### config.mk
export PLATFORM = sky130hd
export DESIGN_NAME = wash_program_controller
export DESIGN_NICKNAME = d
export VERILOG_FILES = /design/src/rtl/wash_program_controller.sv
export SDC_FILE = /design/constraint.sdc
export NUM_CORES = 1
export LEC_CHECK = 0
export BUFFER_PORTS_ARGS = -buffer_cell sky130_fd_sc_hd__clkbuf_2
export CAP_MARGIN = 25
export CORE_ASPECT_RATIO = 1.75
export CORE_UTILIZATION = 52
export DETAILED_ROUTE_END_ITERATION = 6
export PLACE_DENSITY = 0.87
export REMOVE_ABC_BUFFERS = 1
export SETUP_SLACK_MARGIN = 0.3
export SYNTH_ARGS = -nofsm -noshare
export SYNTH_HDL_FRONTEND = slang
export SYNTH_SLANG_ARGS = --single-unit
### constraint.sdc
create_clock -name clk -period 2 [get_ports clk]
set_input_delay 0.4 -clock clk [delete_from_list [all_inputs] [get_ports clk]]
set_output_delay 0.4 -clock clk [all_outputs]
set_load 0.05 [all_outputs]
### src/rtl/wash_program_controller.sv
// Program sequencer for the washing machine: latches quick/normal/heavy, starts the machine and times wash/rinse/spin.
// Define WPC_PAUSE_EN to add a pause input that freezes phase timing inside the timed states.
module wash_program_controller #(
  parameter int TW          = 8,
  parameter int WASH_QUICK  = 8,
  parameter int WASH_NORMAL = 16,
  parameter int WASH_HEAVY  = 32,
  parameter int SPIN_T      = 12,
  parameter int WDOG_T      = 64
) (
  input  logic       clk,
  input  logic       reset,
  input  logic [1:0] prog_sel,
  input  logic       user_start,
  input  logic       user_abort,
`ifdef WPC_PAUSE_EN
  input  logic       pause,
`endif
  input  logic       door_lock,
  input  logic       soap_wash,
  input  logic       water_wash,
  input  logic       motor_on,
  input  logic       drain_value_on,
  input  logic       done,
  output logic       machine_start,
  output logic       cycle_timeout,
  output logic       spin_timeout,
  output logic       busy,
  output logic       prog_done,
  output logic       err,
  output logic [1:0] prog_q
);

  typedef enum logic [3:0] {
    ST_IDLE, ST_RUN, ST_WASH, ST_WAIT_R, ST_RINSE, ST_WAIT_S, ST_SPIN, ST_COMPLETE, ST_ERROR
  } state_t;

  // Zero durations are promoted to one cycle so every phase still produces a timeout.
  localparam logic [TW-1:0] D_QUICK  = (WASH_QUICK  < 1) ? TW'(1) : TW'(WASH_QUICK);
  localparam logic [TW-1:0] D_NORMAL = (WASH_NORMAL < 1) ? TW'(1) : TW'(WASH_NORMAL);
  localparam logic [TW-1:0] D_HEAVY  = (WASH_HEAVY  < 1) ? TW'(1) : TW'(WASH_HEAVY);
  localparam logic [TW-1:0] D_SPIN   = (SPIN_T      < 1) ? TW'(1) : TW'(SPIN_T);
  localparam int            WDW      = (WDOG_T > 1) ? $clog2(WDOG_T + 1) : 1;
  localparam logic [WDW-1:0] WD_LIM  = WDW'((WDOG_T > 1) ? WDOG_T - 1 : 0);

  state_t          state, next;
  logic [TW-1:0]   timer, load_val, dw, dw_half, dr;
  logic [WDW-1:0]  wdog;
  logic            wash_on, rinse_on, spin_on;
  logic            paused, timed, frozen, watched, wdog_hit;

`ifdef WPC_PAUSE_EN
  assign paused = pause;
`else
  assign paused = 1'b0;
`endif

  assign wash_on  = soap_wash & motor_on;
  assign rinse_on = water_wash & motor_on;
  assign spin_on  = drain_value_on & motor_on;
  assign timed    = (state == ST_WASH) || (state == ST_RINSE) || (state == ST_SPIN);
  assign watched  = (state == ST_RUN) || (state == ST_WAIT_R) || (state == ST_WAIT_S);
  assign frozen   = paused & timed;
  assign wdog_hit = watched && (wdog == WD_LIM);

  assign machine_start = (state == ST_RUN) || (state == ST_WAIT_R) || (state == ST_WAIT_S) || timed;
  assign busy          = (state != ST_IDLE);
  assign err           = (state == ST_ERROR);

  always_comb begin
    dw = D_NORMAL;
    case (prog_q)
      2'b00:   dw = D_QUICK;
      2'b10:   dw = D_HEAVY;
      default: dw = D_NORMAL;
    endcase
    dw_half = dw >> 1;
    dr      = (dw_half == '0) ? TW'(1) : dw_half;
  end

  // Transitions; user_abort overrides everything, door loss overrides phase progress.
  always_comb begin
    next = state;
    case (state)
      ST_IDLE:     if (user_start) next = ST_RUN;
      ST_RUN:      if (wash_on) next = ST_WASH;
                   else if (wdog_hit) next = ST_ERROR;
      ST_WASH:     if (!door_lock) next = ST_ERROR;
                   else if (!frozen && !wash_on) next = ST_WAIT_R;
      ST_WAIT_R:   if (rinse_on) next = ST_RINSE;
                   else if (wdog_hit) next = ST_ERROR;
      ST_RINSE:    if (!door_lock) next = ST_ERROR;
                   else if (!frozen && !rinse_on) next = ST_WAIT_S;
      ST_WAIT_S:   if (spin_on) next = ST_SPIN;
                   else if (wdog_hit) next = ST_ERROR;
      ST_SPIN:     if (!door_lock) next = ST_ERROR;
                   else if (!frozen && spin_timeout && done) next = ST_COMPLETE;
      ST_COMPLETE: if (!user_start) next = ST_IDLE;
      ST_ERROR:    next = ST_ERROR;
      default:     next = ST_IDLE;
    endcase
    if (user_abort) next = ST_IDLE;
  end

  always_comb begin
    load_val = '0;
    case (next)
      ST_WASH:  load_val = dw - TW'(1);
      ST_RINSE: load_val = dr - TW'(1);
      ST_SPIN:  load_val = D_SPIN - TW'(1);
      default:  load_val = '0;
    endcase
  end

  always_ff @(posedge clk or posedge reset) begin
    if (reset) begin
      state         <= ST_IDLE;
      timer         <= '0;
      wdog          <= '0;
      cycle_timeout <= 1'b0;
      spin_timeout  <= 1'b0;
      prog_done     <= 1'b0;
      prog_q        <= 2'b00;
    end else begin
      state     <= next;
      prog_done <= (next == ST_COMPLETE) && (state != ST_COMPLETE);
      if (user_abort) prog_q <= 2'b00;
      else if (state == ST_IDLE && user_start) prog_q <= prog_sel;
      // Any state change (including abort) reloads the timer and drops held timeouts.
      if (user_abort || next != state) begin
        timer         <= load_val;
        wdog          <= '0;
        cycle_timeout <= 1'b0;
        spin_timeout  <= 1'b0;
      end else begin
        if (timed && !frozen && timer != '0) timer <= timer - TW'(1);
        if ((state == ST_WASH || state == ST_RINSE) && !frozen && timer == '0 && !cycle_timeout)
          cycle_timeout <= 1'b1;
        if (state == ST_SPIN && !frozen && timer == '0 && !spin_timeout)
          spin_timeout <= 1'b1;
        if (watched) wdog <= wdog + WDW'(1);
      end
    end
  end

endmodule

* Word-level counts from Yosys, hierarchy flattened
Index checks and enable logic that the tools add are counted.
** Word-level totals
- Flip-flop bits (word level) :: 24
- Output and inout bits :: 8
** Operators by class
- Add/sub/neg operators :: 4
- Equal/unequal tests :: 16
- Muxes and demuxes :: 27
- Bitwise logic cells :: 3
- Reductions and logical operators :: 28
** Operator list (number)
- $mux 4 :: 13
- $pmux 4 s9 :: 1
- $eq 4x3->1 const B :: 7
- $pmux 8 s3 :: 1
- $logic_not 8->1 :: 2
- $mux 8 :: 2
- $mux 7 :: 2
- $eq 4x2->1 const B :: 3
- $pmux 6 s2 :: 1
- $reduce_bool 2->1 :: 5
- $logic_and 1x1->1 :: 9
- $reduce_bool 8->1 :: 1
- $sub 8x1->8 const B :: 1
- $add 7x1->7 const B :: 1
- $eq 7x6->1 const B :: 1
- $sub 6x1->7 const B :: 1
- $logic_or 1x1->1 :: 6
- $sub 5x1->6 const B :: 1
- $mux 5 :: 1
- $eq 4x1->1 const B :: 1
- $eq 4x4->1 const B :: 1
- $logic_not 4->1 :: 1
- $mux 1 :: 4
- $mux 2 :: 2
- other kinds (7) :: 10

* Depth between registers and ports, before layout
Gate-level depths: netlist of the first run.
- Depth in word-level cells :: 11
- Mapped depth :: 9
- Depth with buffers taken out :: 8

* Worst setup path after synthesis of the first run
No wires, ideal clock.
- Path kind :: reg2reg
- From :: register spin_timeout
- To :: register spin_timeout
- Setup time :: 70 ps
- Arrival :: 2108 ps
- Setup slack :: -178 ps
- Stages on the path, launching flop included :: 8
- Period minus slack after synthesis :: 2178 ps
- Path through :: dfrtp_1 nand2_1 a2111o_1 nand3_1 o311ai_1 or3_4 buf_12 nor2_4
** On the way
- Longest elaborated chain between the ends :: 8
- Elaborated cells on any way between the ends :: 11
- Classes of those cells :: eq/ne: 1; mux: 5; reduce/logical: 5
** Ends and longest elaborated chain
- from (decl) :: RTL line 27 : output logic spin_timeout,
- from (signal assigned) :: RTL line 121 : spin_timeout <= 1'b0;
- from (signal assigned) :: RTL line 134 : spin_timeout <= 1'b0;
- from (signal assigned) :: RTL line 140 : spin_timeout <= 1'b1;
- $logic_and 1x1->1 :: RTL line 97 : else if (!frozen && spin_timeout && done) next = ST_COMPLETE;
- $mux 4 :: RTL line 97
- $mux 4 :: RTL line 96 : ST_SPIN: if (!door_lock) next = ST_ERROR;
- $pmux 4 s9 :: RTL line 84 : case (state)
- $mux 4 :: RTL line 102 : if (user_abort) next = ST_IDLE;
- $ne 4x4->1 :: RTL line 130 : if (user_abort || next != state) begin
- $logic_or 1x1->1 :: RTL line 130
- $mux 1 or $reduce_bool 2->1 (tied branches)
Several ways; a longest one is shown, not always the timed one.
A chain may end at the register's enable or synchronous reset.

* Worst setup path in the final report of the first run
- From :: register state[2]
- To :: register timer[3]
** On the way
- Longest elaborated chain between the ends :: 11
- Elaborated cells on any way between the ends :: 37
- Classes of those cells :: eq/ne: 12; mux: 16; reduce/logical: 9
** Ends and longest elaborated chain
- from (decl) :: RTL line 46 : state_t state, next;
- from (signal assigned) :: RTL line 125 : state <= next;
- $eq 4x1->1 or $eq 4x2->1 (tied branches) :: RTL line 62, 84
- $logic_or 1x1->1 (2 in a row) :: RTL line 62 : assign watched = (state == ST_RUN) || (state == ST_WAIT_R) || (state == ST_WAIT_S);
- $logic_and 1x1->1 :: RTL line 64 : assign wdog_hit = watched && (wdog == WD_LIM);
- $mux 4 :: RTL line 87, 91, 95
- $mux 4, on equally long branches :: RTL line 94, 86, 90
- $pmux 4 s9 :: RTL line 84
- $mux 4 :: RTL line 102
- $eq 4x3->1, or another cell as far along :: RTL line 107 : case (next)
- $pmux 8 s3 or $logic_or 1x1->1 (tied branches) :: RTL line 107, 130
- $mux 8 or $reduce_bool 2->1 (tied branches)
- to (signal assigned) :: RTL line 131 : timer <= load_val;
- to (signal assigned) :: RTL line 136 : if (timed && !frozen && timer != '0) timer <= timer - TW'(1);
- to (decl) :: RTL line 47 : logic [TW-1:0] timer, load_val, dw, dw_half, dr;
Several ways; a longest one is shown, not always the timed one.

==> impl_metrics.json, run 1 <==
{
  "status": "finished, violations left",
  "final_util_pct": 81.3,
  "dp_hpwl_um": 3370,
  "gr-usage-all-layers_pct": 34.7,
  "worst_setup_hold_path_clk_slew_ns": 0.09,
  "clockBufferDepth": 2,
  "num_rows": 27,
  "crit_arrival_ns": 2.49,
  "p_clk_share_pct": 24.7,
  "worstSetupEndpointType": "register",
  "violations": "negative setup slack",
  "drive_above_1_share_pct": 54.4,
  "vias": 1815,
  "antenna_found_initial": 0,
  "final_area_sq_um": 2550,
  "cts_root_buf": "clkbuf_8",
  "p_leak_nw": 1.07,
  "worst_pin_slew_ns": 0.462,
  "yosysSeqAreaShare_pct": 34.7,
  "power_frac_comb_pct": 36.3,
  "routabilityCongestion": 0.958,
  "synthCells": 178,
  "cts_tree": "done",
  "crit_path_start": "state[2]",
  "initial_core_util_pct": 55.1,
  "fin_crit_ns": 2.32,
  "critPathLaunchType": "register",
  "fmax_mhz": 431,
  "synth_async_sr_flop_share_pct": 100,
  "antennaDiodeCount": 0,
  "hold_violations": 0,
  "coreArea_sq_um": 3140,
  "fillers": 180,
  "endpoint": "timer[3]",
  "seq_power_share_pct": 39.0,
  "gr-total-overflow": 0,
  "numCtsBuffers": 3,
  "cp.required_ns": 2.17,
  "die_y_um": 78.3,
  "place_inst": 284,
  "ios": 20,
  "drtAntennaViolNets": 0,
  "setup_violations": 21,
  "finalSetupTns_ns": -4.82,
  "finalWorstSetupSlack_ns": -0.319,
  "slew_headroom_pct": 68.8,
  "ys_ff_latch": 24,
  "io_buffers": 19,
  "holdWs_ns": 0.153,
  "synthToLayoutAreaGrowth_pct": 47.6,
  "drt_first_pass_iters": 5,
  "powerDensity_nw_per_um2": 524,
  "dr.first_iter.drc_count": 104,
  "skew_ns": 0.00584,
  "final_nets": 265,
  "netlist_area_sq_um": 1730,
  "r2r_cells": 8,
  "timing.reg2reg.setup_slack_ns": -0.32,
  "synth_top_area_cell": "dfrtp_1",
  "syn_avg_cell_area_sq_um": 9.72,
  "synthFlopType": "dfrtp_1",
  "r2r_start": "state[2]",
  "routed_wl_um": 5910,
  "synthTopCellsByArea": "dfrtp_1 35%, nor2_4 6.5%, nand2_1 3.7%",
  "drc": 0,
  "cts.htree.levels": 1,
  "yosysTopAreaCellShare_pct": 34.7,
  "viasPerCell": 6.19,
  "rsz0062_at_grt": "true",
  "hold_class": "in -> async",
  "final_max_slew_viol_count": 0,
  "grt_pass1_vias": 1811,
  "cap_violations": 0,
  "final_cells": 293,
  "r2r-end": "timer[3]",
  "grt_pass1_wl_um": 8900,
  "ys_types": 53,
  "wl_per_cell_um": 20.2,
  "p_sw_share_pct": 32.8,
  "clk-insertion-delay-late_ns": 0.27,
  "p_int_uw": 900,
  "grt_max_degree": 25,
  "clock_sinks": 24,
  "cp_max_fo": 6,
  "fp.dieW_um": 45.6,
  "vdd_ir_drop_max_mv": 0.444,
  "dieArea_sq_um": 3570,
  "place_area_sq_um": 2220,
  "netSwitchingPower_uw": 439,
  "period_share_pct": 116,
  "crit_type": "reg -> reg",
  "synth_edf_count": 0,
  "ys_warn_count": 0,
  "holdBufCountCts": 0
}
layout make-up:
type | instances | area, sq um | area share (%)
sequential | 24 | 604 | 23.7
clock buffer | 4 | 55.1 | 2.15
multi-input combinational | 139 | 1200 | 47.0
tap | 43 | 53.8 | 2.11
timing repair buffer | 75 | 611 | 23.9
inverter | 8 | 30.0 | 1.18
state kept, by name (all words and copies together) (netlist names):
name	flops
timer	8
wdog	7
state	4
prog_q	2
cycle_timeout	1
prog_done	1
spin_timeout	1
repair_timing:
| item | in CTS | in global routing |
|---|---|---|
| buffers inserted | 4 | 1 |
| pin swaps | 22 | 13 |
| resized for setup | 28 | 29 |
| endpoints found under the setup margin | 25 | 27 |
how the worst min path moves through the flow:
stage	end	slack [ns]	depth (start not counted)
after floorplan	cycle_timeout	0.41	1
after global placement	timer[5]	0.43	3
after detailed placement	timer[6]	0.45	3
after CTS	timer[6]	0.16	3
after global routing	timer[6]	0.18	3
final	timer[5]	0.15	3
layout by cell type (no fill, tap or decap), types with 3 or more instances in the layout:
| master | Yosys | layout |
|---|---|---|
| nand2_2 | 0 | 3 |
| xor2_1 | 5 | 5 |
| nor2_1 | 14 | 11 |
| and3_4 | 1 | 3 |
| xnor2_1 | 7 | 7 |
| mux2i_1 | 4 | 4 |
| o21ai_0 | 3 | 3 |
| nor3_1 | 5 | 3 |
| buf_4 | 0 | 46 |
| buf_6 | 3 | 8 |
| nor2_4 | 10 | 12 |
| a21oi_2 | 1 | 7 |
| nand2b_1 | 3 | 3 |
| nand4_1 | 4 | 4 |
| a21oi_1 | 11 | 5 |
| inv_1 | 8 | 7 |
| nand2_1 | 17 | 13 |
| clkbuf_2 | 0 | 16 |
| nand3_1 | 6 | 3 |
| nor3_2 | 1 | 3 |
| nand3_2 | 0 | 3 |
| clkbuf_8 | 0 | 4 |
| dfrtp_1 | 24 | 21 |
| dfrtp_2 | 0 | 3 |
stage by stage:
stage	total power, mW	worst slack [ns]
after global routing	1.39	-0.372
final	1.34	-0.319
after global placement	0.892	-0.209
after detailed placement	0.901	-0.257
after CTS	1.28	-0.142
after floorplan	0.742	-0.302
power groups by stage:
stage	clock (mW)	combinational, mW	sequential, mW
floorplan	0	0.198	0.544
global placement	0	0.364	0.528
detailed placement	0	0.371	0.529
CTS	0.334	0.424	0.519
global route	0.351	0.512	0.524
finish	0.330	0.486	0.522
worst max-delay path, stage by stage, from the launching register on:
cell and delay [ns]:
dfrtp_2 0.47, buf_4 0.17, inv_1 0.08, a2111o_1 0.34
nand3_1 0.19, o311ai_4 0.13, buf_4 0.17, or4_1 0.58
o31ai_2 0.09
cells by family (layout without fill, tap and decap cells):
kind of cell    after synthesis  in the layout  synth area share (%)
mux                           6              6                  3.83
simple gates                 83             83                  30.4
xor+xnor                     13             13                  7.01
flops                        24             24                  34.7
fa+ha+maj                     2              2                  1.45
buf+inv                      15             87                  5.71
compound gates               35             35                  16.8
synthesized netlist by cell type, drive strengths merged, types with 2 or more instances:
cell / number
mux2i: 4
o21ai: 3
o2111ai: 2
a2111oi: 2
inv: 8
mux2: 2
xnor2: 8
nor4bb: 2
and3: 4
buf: 7
a21oi: 12
and2: 3
nor4: 2
nor3b: 3
a211oi: 4
ha: 2
o311ai: 2
nor3: 6
nand2: 17
or3: 3
dfrtp: 24
o211ai: 2
nand3: 6
xor2: 5
nor2: 24
nand2b: 4
nand4: 4
metal layers:
metal	up-vias	wire length, um	track usage, %
met5	-	0	0
met4	0	405	20.0
met3	43	404	3.45
met2	127	3010	58.7
met1	856	2090	40.1
li1	789	-	-
Note: power is estimated with default switching activity, not from simulation.
==> run 2, diff against run 1 <==
--- a/config.mk
+++ b/config.mk
@@ -8,11 +8,12 @@
 export BUFFER_PORTS_ARGS = -buffer_cell sky130_fd_sc_hd__clkbuf_2
 export CAP_MARGIN = 25
 export CORE_ASPECT_RATIO = 1.75
-export CORE_UTILIZATION = 52
+export CORE_UTILIZATION = 50
 export DETAILED_ROUTE_END_ITERATION = 6
-export PLACE_DENSITY = 0.87
+export PLACE_DENSITY = 0.85
 export REMOVE_ABC_BUFFERS = 1
 export SETUP_SLACK_MARGIN = 0.3
+export SLEW_MARGIN = 10
 export SYNTH_ARGS = -nofsm -noshare
 export SYNTH_HDL_FRONTEND = slang
 export SYNTH_SLANG_ARGS = --single-unit
==> run 2 against run 1 <==
Net effect: wire length increased by 2.7%; sequential cell count unchanged; critical path depth unchanged; largest cell class unchanged; sequential share of layout area decreased by 0.99 points; non-clock buffer count increased by 13; the run still ends with negative setup slack left; register-to-register slack improved by 0.03 ns; clock power increased by 5%; first-iteration DRC count decreased by 37%; final area increased by 4.2%.
==> impl_metrics.json, run 2 (synthesis gave the netlist of run 1 again) <==
{
  "status": "finished, violations left",
  "violations": "negative setup slack",
  "grt_pass1_wl_um": 8400,
  "final_area_sq_um": 2660,
  "largest_registers": "timer: 8 flops, wdog: 7 flops, state: 4 flops",
  "fmax_mhz": 437,
  "holdWs_ns": 0.137,
  "dp_hpwl_um": 3760,
  "place_area_sq_um": 2300,
  "netSwitchingPower_uw": 457,
  "routed_wl_um": 6070,
  "routabilityCongestion": 0.928,
  "skew_ns": 0.00575,
  "cts_tree": "done",
  "path_cells": "buf_6 -> mux2_4 -> o211ai_1 -> nand3b_1 -> and3_4 -> or3_4 -> buf_12 -> a21oi_4",
  "setup_violations": 21,
  "cp_top_family": "simple AND/OR/NAND/NOR gates",
  "power.total_mw": 1.36,
  "antennaDiodeCount": 0,
  "final_nets": 278,
  "p_int_uw": 904,
  "crit_arrival_ns": 2.50,
  "powerDensity_nw_per_um2": 512,
  "r2r-end": "wdog[5]",
  "fillers": 169,
  "dr.first_iter.drc_count": 66,
  "p_leak_nw": 1.14,
  "clockBufferDepth": 2,
  "gr-usage-all-layers_pct": 32.0,
  "vias": 1781,
  "regMostFlops": "timer",
  "hold_violations": 0,
  "vdd_ir_drop_max_mv": 0.420,
  "cap_violations": 0,
  "final_common_cell": "buf_4",
  "cp_max_fo": 8,
  "numCtsBuffers": 3,
  "crit_cells": 8,
  "clock_sinks": 24,
  "dieArea_sq_um": 3710,
  "initial_core_util_pct": 53.9,
  "cp.buffers_inverters": 2,
  "largest_register_ffs": 8,
  "r2r_start": "state[2]",
  "io_buffers": 19,
  "finalSetupTns_ns": -4.06,
  "drt_first_pass_iters": 4,
  "drc": 0,
  "wl_per_cell_um": 19.8,
  "cts.htree.levels": 1,
  "grt_pass1_vias": 1846,
  "crit_type": "reg -> reg",
  "p_sw_share_pct": 33.6,
  "cpPeakStageDelay_ns": 0.46,
  "cpMaxStageDelayCell": "dfrtp_2",
  "final_max_slew_viol_count": 0,
  "coreArea_sq_um": 3210,
  "worstSetupEndpointType": "register",
  "timing.reg2reg.setup_slack_ns": -0.29,
  "rsz0062_at_grt": "true",
  "power_frac_comb_pct": 36.2,
  "r2r_cells": 8,
  "antenna_found_initial": 0,
  "holdBufCountCts": 0,
  "period_share_pct": 114,
  "drive_above_1_share_pct": 56.7,
  "critPathLaunchType": "register",
  "fin_crit_ns": 2.29,
  "die_y_um": 79.8,
  "viasPerCell": 5.82,
  "synthToLayoutAreaGrowth_pct": 53.8,
  "ios": 20,
  "hold_class": "in -> async",
  "finalWorstSetupSlack_ns": -0.289,
  "drtAntennaViolNets": 0,
  "clk-insertion-delay-late_ns": 0.28,
  "num_rows": 27,
  "p_clk_share_pct": 25.4,
  "gr-total-overflow": 0,
  "layout_common_cells": "64 x buf_4, 22 x dfrtp_1, 16 x nand2_1, 16 x clkbuf_2, 12 x nor2_4",
  "cts_root_buf": "clkbuf_8",
  "slew_headroom_pct": 71.7,
  "worst_pin_slew_ns": 0.423,
  "cp.required_ns": 2.21,
  "grt_max_degree": 25,
  "seq_power_share_pct": 38.4,
  "fp.dieW_um": 46.5,
  "worst_setup_hold_path_clk_slew_ns": 0.09
}
==> run 2: worst reg2reg max path, delay by kind of cell, from the launching register on <==
family                 cells  cell delay [ns]
muxes                      1             0.29
and+or+nand+nor            3             0.83
AOI/OAI and AO/OA          2             0.35
buffers and inverters      2             0.30
DFF                        1             0.46
==> run 2: how the worst max path moves through the flow <==
stage	endpoint	slack (ns)	start
2_1_floorplan	timer[2]	-0.30	state[1]
3_3_place_gp	timer[3]	-0.20	state[2]
3_5_place_dp	timer[3]	-0.31	wdog[0]
4_1_cts	timer[3]	-0.20	wdog[0]
5_1_grt	wdog[5]	-0.34	state[2]
6_report	wdog[5]	-0.29	state[2]
==> run 2: stage by stage <==
| step | std cells | worst slack, ns | util, % |
|---|---|---|---|
| after floorplan | 171 | -0.302 | - |
| after global placement | 295 | -0.204 | 71.7 |
| after detailed placement | 295 | -0.306 | 71.7 |
| after CTS | 302 | -0.201 | 78.3 |
| after global routing | 306 | -0.339 | 82.9 |
| final | 306 | -0.289 | 82.9 |
==> run 2: final cells by class <==
type                            count  area (sq um)  area share (%)
Multi-Input combinational cell    139          1230            46.2
Timing Repair Buffer               88           689            25.9
Sequential cell                    24           603            22.7
Clock buffer                        4          55.1            2.07
Tap cell                           43          53.8            2.02
Inverter                            8          30.0            1.13
==> run 2: timing repair <==
item,CTS,global route
gates resized for setup,30,25
setup buffers,3,4
pin swaps,10,20
endpoints found under the setup margin,25,25
==> run 2: per-layer routing <==
layer,wire length (um),GRT usage [%],up-vias
li1,-,-,809
met1,2150,30.6,893
met2,3450,60.1,60
met3,194,4.52,19
met4,278,16.2,0
met5,0,0,-
==> run 2: power groups by stage <==
stage | Clock, mW | Combinational, mW | Sequential (mW)
4_1_cts | 0.338 | 0.434 | 0.519
6_report | 0.346 | 0.492 | 0.523
5_1_grt | 0.356 | 0.514 | 0.524
3_5_place_dp | 0 | 0.386 | 0.527
2_1_floorplan | 0 | 0.198 | 0.544
3_3_place_gp | 0 | 0.376 | 0.527
